--- src/rtl/cacheline_adaptor_pkg.sv ---
// Shared types for the cacheline adaptor: the transaction state encoding and
// the default beat geometry (256-bit line carried as 64-bit beats).
package cacheline_adaptor_types;

  typedef enum logic [1:0] {
    IDLE  = 2'd0,
    READ  = 2'd1,
    WRITE = 2'd2,
    DONE  = 2'd3
  } state_t;

  localparam int S_LINE_DFLT  = 256;
  localparam int S_BURST_DFLT = 64;
  localparam int BEATS        = S_LINE_DFLT / S_BURST_DFLT;
  localparam int CNT_W        = $clog2(BEATS);

endpackage

--- src/rtl/cacheline_adaptor.sv ---
// Cacheline adaptor: turns one cacheline read or writeback from the L1 cache
// into a burst of s_line/s_burst beats on the memory bus, then returns a
// single-cycle resp_o to the cache.
// Optional build macro CACHELINE_ADAPTOR_PROTO_CHK_EN adds a sticky
// proto_err_o flag for stray memory strobes and conflicting requests.
module cacheline_adaptor
  import cacheline_adaptor_types::*;
#(
  parameter int s_line   = 256,
  parameter int s_burst  = 64,
  parameter int s_offset = 5
) (
  input  logic               clk,
  input  logic               rst,
  input  logic [s_line-1:0]  line_i,
  output logic [s_line-1:0]  line_o,
  input  logic [31:0]        address_i,
  input  logic               read_i,
  input  logic               write_i,
  output logic               resp_o,
  input  logic [s_burst-1:0] burst_i,
  output logic [s_burst-1:0] burst_o,
  output logic [31:0]        address_o,
  output logic               read_o,
  output logic               write_o,
  input  logic               resp_i
`ifdef CACHELINE_ADAPTOR_PROTO_CHK_EN
  ,
  output logic               proto_err_o
`endif
);

  localparam int n_beats = s_line / s_burst;
  localparam int cnt_w   = (n_beats > 1) ? $clog2(n_beats) : 1;
  localparam logic [cnt_w-1:0] last_beat = cnt_w'(n_beats - 1);

  state_t            state;
  logic [cnt_w-1:0]  cnt;
  logic [s_line-1:0] buffer;
  logic [31:0]       addr_q;
  int                beat_lsb;

  // Memory always sees line-aligned addresses; the offset bits are dropped.
  function automatic logic [31:0] line_addr(input logic [31:0] a);
    return {a[31:s_offset], {s_offset{1'b0}}};
  endfunction

  assign beat_lsb = int'(cnt) * s_burst;

  // Request capture, beat counting and line assembly
  always_ff @(posedge clk) begin
    if (rst) begin
      state  <= IDLE;
      cnt    <= '0;
      buffer <= '0;
      addr_q <= '0;
    end else begin
      unique case (state)
        IDLE: begin
          // Writeback wins over a simultaneous read request.
          if (write_i) begin
            buffer <= line_i;
            addr_q <= line_addr(address_i);
            state  <= WRITE;
          end else if (read_i) begin
            addr_q <= line_addr(address_i);
            state  <= READ;
          end
        end
        READ: begin
          if (resp_i) begin
            buffer[beat_lsb +: s_burst] <= burst_i;
            if (cnt == last_beat) begin
              cnt   <= '0;
              state <= DONE;
            end else begin
              cnt <= cnt + 1'b1;
            end
          end
        end
        WRITE: begin
          if (resp_i) begin
            if (cnt == last_beat) begin
              cnt   <= '0;
              state <= DONE;
            end else begin
              cnt <= cnt + 1'b1;
            end
          end
        end
        DONE: begin
          // Requests still held during the response cycle are not re-accepted.
          state <= IDLE;
        end
        default: begin
          state <= IDLE;
        end
      endcase
    end
  end

  assign read_o    = (state == READ);
  assign write_o   = (state == WRITE);
  assign resp_o    = (state == DONE);
  assign address_o = (state == READ || state == WRITE) ? addr_q : 32'd0;
  assign burst_o   = (state == WRITE) ? buffer[beat_lsb +: s_burst] : '0;
  assign line_o    = buffer;

`ifdef CACHELINE_ADAPTOR_PROTO_CHK_EN
  // Sticky flag: memory strobing with no burst open, or an ambiguous request
  always_ff @(posedge clk) begin
    if (rst) begin
      proto_err_o <= 1'b0;
    end else if ((resp_i && (state == IDLE || state == DONE)) ||
                 (state == IDLE && read_i && write_i)) begin
      proto_err_o <= 1'b1;
    end
  end
`endif

endmodule
--- config.mk ---
export PLATFORM = sky130hd
export DESIGN_NAME = cacheline_adaptor
export DESIGN_NICKNAME = d
export VERILOG_FILES = /design/src/rtl/cacheline_adaptor_pkg.sv /design/src/rtl/cacheline_adaptor.sv
export SDC_FILE = /design/constraint.sdc
export NUM_CORES = 1
export LEC_CHECK = 0
export BUFFER_PORTS_ARGS = -buffer_cell sky130_fd_sc_hd__buf_2
export CORE_AREA = 3 3 274 276
export DETAILED_ROUTE_END_ITERATION = 10
export DIE_AREA = 0 0 277 279
export HOLD_SLACK_MARGIN = 0.06
export PLACE_DENSITY_LB_ADDON = 0.3
export SLEW_MARGIN = 20
export SYNTH_ARGS = -nofsm -noshare
export SYNTH_HDL_FRONTEND = slang
export SYNTH_SLANG_ARGS = --single-unit
--- constraint.sdc ---
create_clock -name clk -period 2.8 [get_ports clk]
set_clock_uncertainty 0.15 [all_clocks]
set_input_delay 0.14 -clock clk [delete_from_list [all_inputs] [get_ports clk]]
set_output_delay 0.14 -clock clk [all_outputs]
set_load 0.01 [all_outputs]
Word-level counts from Yosys, hierarchy flattened
Index checks and enable logic that the tools add are counted.
{ "op_classes": {"n_reduce_logical": 9, "shift": 3, "mux": 14, "n_addsub": 2, "eq_ne": 9} }
{ "op_table": {"columns": ["op", "count"], "rows": [
  ["256-bit two-way mux", 2],
  ["256-bit case mux with 2 select lines", 1],
  ["256-bit bitwise mux", 1],
  ["64-bit by 33-bit variable shift with 256-bit output (first input constant)", 1],
  ["256-bit by 9-bit indexed part select with 64-bit output", 1],
  ["64-bit by 33-bit indexed part select with 256-bit output", 1],
  ["32-bit two-way mux", 3],
  ["64-bit two-way mux", 1],
  ["8-bit negation with 33-bit output", 1],
  ["2-bit two-way mux", 5],
  ["2-bit == test (second input constant)", 3],
  ["2-bit by 1-bit inequality test with 1-bit output (second input constant)", 3],
  ["2-bit case mux with 3 select lines", 1],
  ["3-bit AND reduction", 2],
  ["2-bit AND reduction", 2],
  ["2-bit nonzero test", 2],
  ["3-bit inequality test (second input constant)", 1],
  ["2-bit by 1-bit adder with 2-bit output (second input constant)", 1],
  ["2-bit by 1-bit == test with 1-bit output (second input constant)", 1],
  ["2-bit logical NOT", 1],
  ["2-bit inequality test (second input constant)", 1],
  ["2-bit OR reduction", 1],
  ["1-bit logical OR", 1]
]} }
{ "totals": {"register_bits": 292, "output_inout_bits": 355, "in_bits": 357, "word_cells": 41} }

Logic depth before layout (Yosys ltp)
Gate-level depths: netlist of run 1.
{ "depth": {"word_depth": 5, "depth_mapped": 10, "ltp_nobuf": 5} }

Least setup slack after synthesis of run 1
Ideal clock, no wire load.
{ "synth_path": {"path_type": "register -> register", "startpoint": "register cnt[1]", "endpoint": "register buffer[100] (netlist: line_o[100])", "required_ns": 2.561, "stages_incl_launch_ff": 9, "arrival_time_ns": 2.262, "slack_ns": 0.299, "path_cell_list": "dfxtp_1 buf_2 buf_1 inv_1 ha_1 clkbuf_1 clkbuf_1 nand4_1 a311oi_2"} }
{ "synth_between": {"elab_chain_cells": 5, "word_cells_on_any_way": 6} }
{ "synth_lines": {"columns": ["element", "line", "rtl"], "rows": [
  ["start: declaration", "cacheline_adaptor.sv:38", "logic [cnt_w-1:0] cnt;"],
  ["start signal: assignment", "cacheline_adaptor.sv:77", "cnt <= cnt + 1'b1;"],
  ["start signal: assignment", "cacheline_adaptor.sv:87", "cnt <= cnt + 1'b1;"],
  ["8-bit negation with 33-bit output (*)", "cacheline_adaptor.sv:72", "buffer[beat_lsb +: s_burst] <= burst_i;"],
  ["64-bit by 33-bit indexed part select with 256-bit output / 64-bit by 33-bit variable shift with 256-bit output (equally long branches)", "cacheline_adaptor.sv:72", null],
  ["256-bit bitwise mux (*)", "cacheline_adaptor.sv:72", null],
  ["256-bit two-way mux (*)", "cacheline_adaptor.sv:71", "if (resp_i) begin"],
  ["256-bit case mux with 2 select lines (*)", "cacheline_adaptor.sv:58", "unique case (state)"],
  ["end signal: assignment", "cacheline_adaptor.sv:62", "buffer <= line_i;"],
  ["end signal: indexed assignment", "cacheline_adaptor.sv:72", null],
  ["end: declaration", "cacheline_adaptor.sv:39", "logic [s_line-1:0] buffer;"]
]} }
Mark *: on every way between the ends. The rest lies on a longest branch, timed or not. The select of a mux whose other input is x is not followed.
A chain may end at the register's enable or synchronous reset.

Final worst setup path of run 1
{ "layout_path": {"startpoint": "register state[1]", "endpoint": "register buffer[232] (netlist: line_o[232])"} }
{ "layout_between": {"elab_chain_cells": 3, "word_cells_on_any_way": 7} }
{ "layout_lines": {"columns": ["element", "line", "rtl"], "rows": [
  ["start: declaration", "cacheline_adaptor.sv:37", "state_t state;"],
  ["start signal: assignment", "cacheline_adaptor.sv:53", "state <= IDLE;"],
  ["start signal: assignment", "cacheline_adaptor.sv:64", "state <= WRITE;"],
  ["start signal: assignment", "cacheline_adaptor.sv:67", "state <= READ;"],
  ["2-bit by 1-bit == test with 1-bit output / 2-bit logical NOT (equally long branches)", "cacheline_adaptor.sv:58", null],
  ["2-bit by 1-bit inequality test with 1-bit output (no line), or another cell as far along", null, null],
  ["3-bit AND reduction (no line)", null, null]
]} }
Several ways; a longest one is shown, not always the timed one.

==> qor.yml, run 1 <==
finish:
  area.growth.synth_to_final_pct: 53.2
  final_layout_size_suffix_gt1_frac: 0.414
  utilization: 0.376
  fillerInstances: 7153
  layoutNonFillerInstCount: 3769
  final_net_count: 3145
  final_cell_area_excluding_filler_cells_um2: 27400
die:
  placeableCoreArea_um2: 72800
  horizontal_die_dimension_um: 277
  boundaryPins: 712
  floorplan.die.height_um: 279
  die-area_um2: 77300
  starting_density_of_the_core: 0.245
  rows: 99
clock_network:
  tritoncts_clock_tree: "done"
  h-tree-depth: 2
  numCtsBuffers: 38
  root_buffer: "clkbuf_16"
  max-clock-path-buffers: 3
  clk_pin_slew_ns: 0.06
  clock_sinks: 287
  clk-insertion-delay-late_ns: 0.54
place:
  placed_cell_area_um2: 22400
  port_buf_inserts: 701
  rd_place_congestion: 0.874
  numPlacedInstances: 3327
  detailedPlacementHpwl_um: 60600
sta:
  report.final.setup_viol: 0
  clock.fmax_ghz: 0.370
  timing_hold_violations_final: 0
  max_slew.worst_pin.slew_ns: 0.923
  drv_slew: 0
  setup_repair_after_global_routing_missed_its_margin: "false"
  final.setup.tns_ns: 0
  maxSlewHeadroom: 0.385
  post-route-min-period_ns: 2.70
  fin_crit_sh: 0.965
power:
  p_leak_uw: 0.0108
  total_power_uw: 28300
  pwr_density_cell_nw_per_um2: 1030
  worst_ir_drop_vdd_v: 0.000562
outcome:
  run_status: "complete, no violations"
critical_path:
  critical_path.top_delay_family: "buffers and inverters"
  worst_path_cell_with_the_longest_stage_delay: "dlygate4sd3_1"
  crit_fanout: 27
  worst-endpoint-required_ns: 3.13
  start_kind: "flip-flop"
  timing.critical_path.slowest_cell_delay_ns: 0.61
  critical_path.cell_chain: "inv_1, ha_4, mux2_8, buf_12, buf_12, a21oi_1, a311oi_2, dlygate4sd3_1"
  cp_data_arrival_time_ns: 3.03
  cp.buffers_inverters: 4
  critPathCaptureType: "flip-flop"
  timing.setup.critical_path_class: "flip-flop to flip-flop"
  timing.critical_path.mode_cell: "buf_12"
detailed_routing:
  drt-wirelength-per-cell_um: 25.0
  avg_vias_per_cell: 5.45
  antenna_violating_nets_post_route: 0
  dr.first_iter.drc_count: 1733
  dr.pass1.iters: 5
  dr_total_vias: 20549
  finalWirelength_um: 94000
  remaining_drc_errors: 0
synth:
  post_synth_instance_area_um2: 17900
  synth.distinct_cells: 29
  post_synth_inst_count: 1844
  ys_warn_count: 0
  synth.yosys.seq_area_share: 0.322
  syn-mean-instance-area_um2: 9.69
  yosys_register_bits: 287
grt:
  grt_antenna_before_repair: 7
  grt_first_pass_wirelength_um: 137000
  track_usage: 0.227
  total_gr_overflow: 0
  via_count_of_the_first_global_routing_pass: 21764
  grt_max_degree: 225
run:
  drv_cap: 0
hold_path:
  worstHoldPathType: "input port to flip-flop"
-- synth_stat cells (all sizes together) --
master	n	area share
a311oi	258	0.21
a21oi	286	0.080
mux4	64	0.081
mux2i	1	0.00056
buf	139	0.052
nor2b	3	0.0011
conb	1	0.00021
mux2	1	0.00084
nand2b	258	0.090
clkbuf	112	0.024
o21a	1	0.00042
or3b	1	0.00049
nand4	128	0.045
a21bo	5	0.0028
nor2	2	0.00042
and2	95	0.033
inv	4	0.00084
a21boi	1	0.00042
o21ai	1	0.00028
and3b	1	0.00049
ha	9	0.0063
nand3	129	0.036
nand2	56	0.012
and4bb	1	0.00070
dfxtp	287	0.32
-- metrics by stage --
stage / worst slack (ns) / hold slack [ns]
2_1_floorplan: 0.299 / 0.126
3_3_place_gp: 0.457 / 0.238
3_5_place_dp: 0.364 / 0.239
4_1_cts: 0.0200 / 0.180
5_1_grt: 0.0304 / 0.215
6_report: 0.0994 / 0.237
-- sequential cells by signal, indices dropped and copies added, names as in the netlist --
name	cells
line_o	256
addr_q	27
cnt	2
state	2
-- area by class of cell --
cell class              count  area, µm²  share of cell area
diodes                      4       10.0            0.000366
multi-input cells        1306      10900               0.399
clock buffers              59       1150              0.0421
clock inverters             8       43.8             0.00160
flip-flops and latches    287       5750               0.210
well taps                 959       1200              0.0438
inverters                   4       15.0            0.000548
repair buffers           1142       8270               0.302
-- cells in the final DEF (no fill, tap or decap), types with 2 or more instances in the layout --
cell type,synthesis,layout
buf_4,12,35
nor2_1,2,2
nand2b_1,258,258
and2_1,95,91
a21bo_4,0,4
nor2b_4,0,3
nand3_1,129,129
conb_1,1,5
dfxtp_1,287,284
clkbuf_1,112,12
a311oi_2,240,240
and2_4,0,4
inv_1,4,4
ha_2,0,2
clkbuf_16,0,43
clkinv_2,0,7
dfxtp_4,0,2
buf_12,0,32
buf_2,87,700
ha_1,9,2
a311oi_1,18,18
ha_4,0,5
clkbuf_8,0,6
a21oi_1,286,286
buf_16,0,4
dlygate4sd3_1,0,367
diode_2,0,4
mux4_2,64,64
nand4_1,128,128
nand2_1,56,56
-- metal layers --
metal | track usage | wire (µm)
met2 | 0.391 | 45700
met1 | 0.281 | 36900
met5 | 0 | 35
met4 | 0.0977 | 3850
met3 | 0.0371 | 7480
-- logic make-up after synthesis --
group	after synthesis	synth area share
and+or+nand+nor	674	0.219
adders and majority gates	9	0.00630
other	1	0.000210
DFF	287	0.322
muxes	66	0.0821
AOI/OAI and AO/OA	552	0.294
buffers and inverters	255	0.0760
-- worst min-delay path, delay by kind of cell --
family,cells,cell delay [ns]
AO/OA/AOI/OAI,1,0.05
buffers and inverters,2,0.65
AND/OR/NAND/NOR,1,0.05
-- final timing paths --
kind	from	to	slack, ns	depth (start not counted)
min reg2reg	addr_q[14]	addr_q[14]	0.30	2
min	address_i[9]	addr_q[9]	0.24	4
max	state[1]	line_o[232]	0.1	8
max reg2reg	state[1]	line_o[232]	0.1	8
-- report_power, final --
| part | internal (µW) | switching [µW] | leakage (µW) |
|---|---|---|---|
| clock network | 2830 | 1980 | 0.000594 |
| registers | 5960 | 1830 | 0.00238 |
| logic | 6620 | 9120 | 0.00788 |
| total | 15400 | 12900 | 0.0108 |
-- what timing repair did --
action,in CTS,in global routing
cloned,0,2
hold buffers,367,0
endpoints found under the setup margin,12,18
hold endpoints to repair,287,0
buffers inserted,0,2
pin swaps,0,0
resized for setup,1,8
No activity file was read; power rests on OpenSTA's default activity.
==> inputs of run 2 (changes only) <==
Clock period 2.8 ns to 2.51 ns, I/O delays scaled along.
==> run 2 against run 1 <==
Compared with the run above: die area did not move; sequential power up 11%; global-route usage down 0.061 points; design area is 0.70% higher; worst hold slack worse by 0.022 ns; register-to-register slack about the same; clock power increased by 22%.
==> qor.yml, run 2 (synthesis results as in run 1) <==
outcome:
  run_status: "complete, no violations"
critical_path:
  timing.setup.critical_path_class: "flip-flop to output port"
  critPathCaptureType: "output port"
  cp_data_arrival_time_ns: 2.15  # -0.88 ns
  worstReg2RegEnd: "cnt[1]"
  worst_setup_path_startpoint: "state[0]"
  timing.critical_path.slowest_cell_delay_ns: 0.44  # -0.17 ns
  crit_fanout: 29  # +7.4%
  r2r_worst_path_depth: 7  # -1
  worst-endpoint-required_ns: 2.23  # -0.90 ns
  rr_startpoint: "cnt[0]"
  worst_path_cell_with_the_longest_stage_delay: "dfxtp_1"
  start_kind: "flip-flop"
  r2r_setup_slack_ns: 0.11  # about the same
  critPathCapture: "address_o[18]"
  critical_path.cell_chain: "inv_1, ha_2, buf_4, and2_1, buf_2"
die:
  horizontal_die_dimension_um: 277  # unchanged
  floorplan.die.height_um: 279  # unchanged
  die-area_um2: 77300  # unchanged
  starting_density_of_the_core: 0.245  # unchanged
  rows: 99  # unchanged
  placeableCoreArea_um2: 72800  # unchanged
  boundaryPins: 712  # unchanged
grt:
  grt_use_met1: 0.281  # -0.000383
  grt_max_degree: 146  # -35%
  grt.busiest_layer: "met2"
  globalRouteMet2Util: 0.386  # -0.00491
  grt_antenna_before_repair: 5  # -2
  track_usage: 0.227  # -0.000609
  met3_usage: 0.0399  # +0.00276
  total_gr_overflow: 0  # unchanged
  grt_first_pass_wirelength_um: 136000  # -0.74%
  via_count_of_the_first_global_routing_pass: 21225  # -2.5%
clock_network:
  h-tree-depth: 2  # unchanged
  clk-insertion-delay-late_ns: 0.54  # about the same
  root_buffer: "clkbuf_16"
  numCtsBuffers: 38  # unchanged
  clk_pin_slew_ns: 0.06  # about the same
  tritoncts_clock_tree: "done"
  max-clock-path-buffers: 3  # unchanged
  clock_sinks: 287  # unchanged
sta:
  post-route-min-period_ns: 2.42
  clock.fmax_ghz: 0.413
  whs_ns: 0.215  # -0.0219 ns
  fin_crit_sh: 0.965
  max_slew.worst_pin.slew_ns: 0.769  # -0.154 ns
  drv_slew: 0  # unchanged
  maxSlewHeadroom: 0.487  # +0.103
  timing_hold_violations_final: 0  # unchanged
  report.final.setup_viol: 0  # unchanged
finish:
  flip_flop_count_of_the_largest_register_after_layout: 256  # unchanged
  mostFrequentLayoutCells: "buf_2 (700), dlygate4sd3_1 (358), a21oi_1 (286), dfxtp_1 (285), nand2b_1 (258)"
  fillerInstances: 7081  # -1.0%
  area.growth.synth_to_final_pct: 54.3
  final_common_cell: "buf_2"
  final_layout_size_suffix_gt1_frac: 0.421  # +0.00694
  final_net_count: 3151  # +0.19%
detailed_routing:
  finalWirelength_um: 93600  # -0.51%
  remaining_drc_errors: 0  # unchanged
  dr_total_vias: 20413  # -0.66%
  drt-wirelength-per-cell_um: 24.8  # -0.62%
  dr.pass1.iters: 5  # unchanged
  antenna_violating_nets_post_route: 0  # unchanged
  dr.first_iter.drc_count: 1645  # -5.1%
  avg_vias_per_cell: 5.41  # -0.77%
hold_path:
  worstHoldPathType: "input port to flip-flop"
place:
  rd_place_congestion: 0.869  # -0.55%
  port_buf_inserts: 701  # unchanged
  detailedPlacementHpwl_um: 60400  # -0.27%
power:
  worst_ir_drop_vdd_v: 0.000666  # +18%
  p_leak_uw: 0.0109  # +0.91%
  pwr_density_cell_nw_per_um2: 1160  # +12%
  total_power_uw: 32000  # +13%
run:
  drv_cap: 0  # unchanged
==> run 2: cell count changes in the layout (fill, tap and decap cells not counted), moves of 3 or more <==
cell / previous run / this run
buf_16: 4 / 1
buf_4: 35 / 43
clkbuf_1: 12 / 4
buf_12: 32 / 40
clkbuf_8: 6 / 12
bufinv_16: 0 / 4
clkinv_2: 7 / 4
dlygate4sd3_1: 367 / 358
==> run 2: metrics by stage <==
| step | util | cells | setup TNS (ns) | setup WS, ns | area [µm²] |
|---|---|---|---|---|---|
| floorplan | - | 1848 | 0 | 0.00941 | 17900 |
| global placement | 0.309 | 3342 | 0 | 0.168 | 22500 |
| detailed placement | 0.309 | 3342 | 0 | 0.0997 | 22500 |
| CTS | 0.377 | 3767 | -0.0549 | -0.0190 | 27500 |
| global route | 0.379 | 3772 | -0.00130 | -0.000687 | 27600 |
| finish | 0.379 | 3773 | 0 | 0.0867 | 27600 |
==> run 2: cell type report <==
class / count / area [µm²] / area share
Clock buffer: 55 / 1160 / 0.0419
Inverter: 4 / 15.0 / 0.000545
Antenna cell: 2 / 5.00 / 0.000182
Timing Repair Buffer: 1148 / 8340 / 0.303
Tap cell: 959 / 1200 / 0.0435
Clock inverter: 12 / 173 / 0.00626
Multi-Input combinational cell: 1306 / 10900 / 0.396
Sequential cell: 287 / 5750 / 0.209
==> run 2: worst min path at each step <==
stage                       start          to  cells after the start  slack (ns)
floorplan           address_i[10]  addr_q[10]                      2        0.11
global placement    address_i[24]  addr_q[24]                      3        0.22
detailed placement  address_i[26]  addr_q[26]                      3        0.22
CTS                  address_i[9]   addr_q[9]                      4        0.17
global route         address_i[9]   addr_q[9]                      4        0.20
finish               address_i[9]   addr_q[9]                      4        0.21
==> run 2: critical path: cells and delay by family (launching register included) <==
family	cells	cell delay [ns]
buffers and inverters	3	0.55
and+or+nand+nor	1	0.22
adders and majority gates	1	0.38
DFF	1	0.44
==> run 2: power by group <==
group          total, µW  switching, µW  internal, µW
registers           8680           2030          6650
clock network       5880           2270          3610
logic              17500          10200          7320
total              32000          14500         17600
==> run 2: per-layer routing <==
metal,part of all wire,vias up,wire (µm)
li1,-,8915,-
met1,0.40,10020,37800
met2,0.48,1209,45100
met3,0.072,265,6690
met4,0.042,4,3940
met5,0.00028,-,26
==> run 2: repair_timing <==
action                     in CTS  in global routing
buffers inserted                0                  2
gates cloned                    0                  2
setup endpoints to repair      37                 54
resized for setup               4                  4
hold buffers                  358                  0
hold endpoints to repair      287                  0
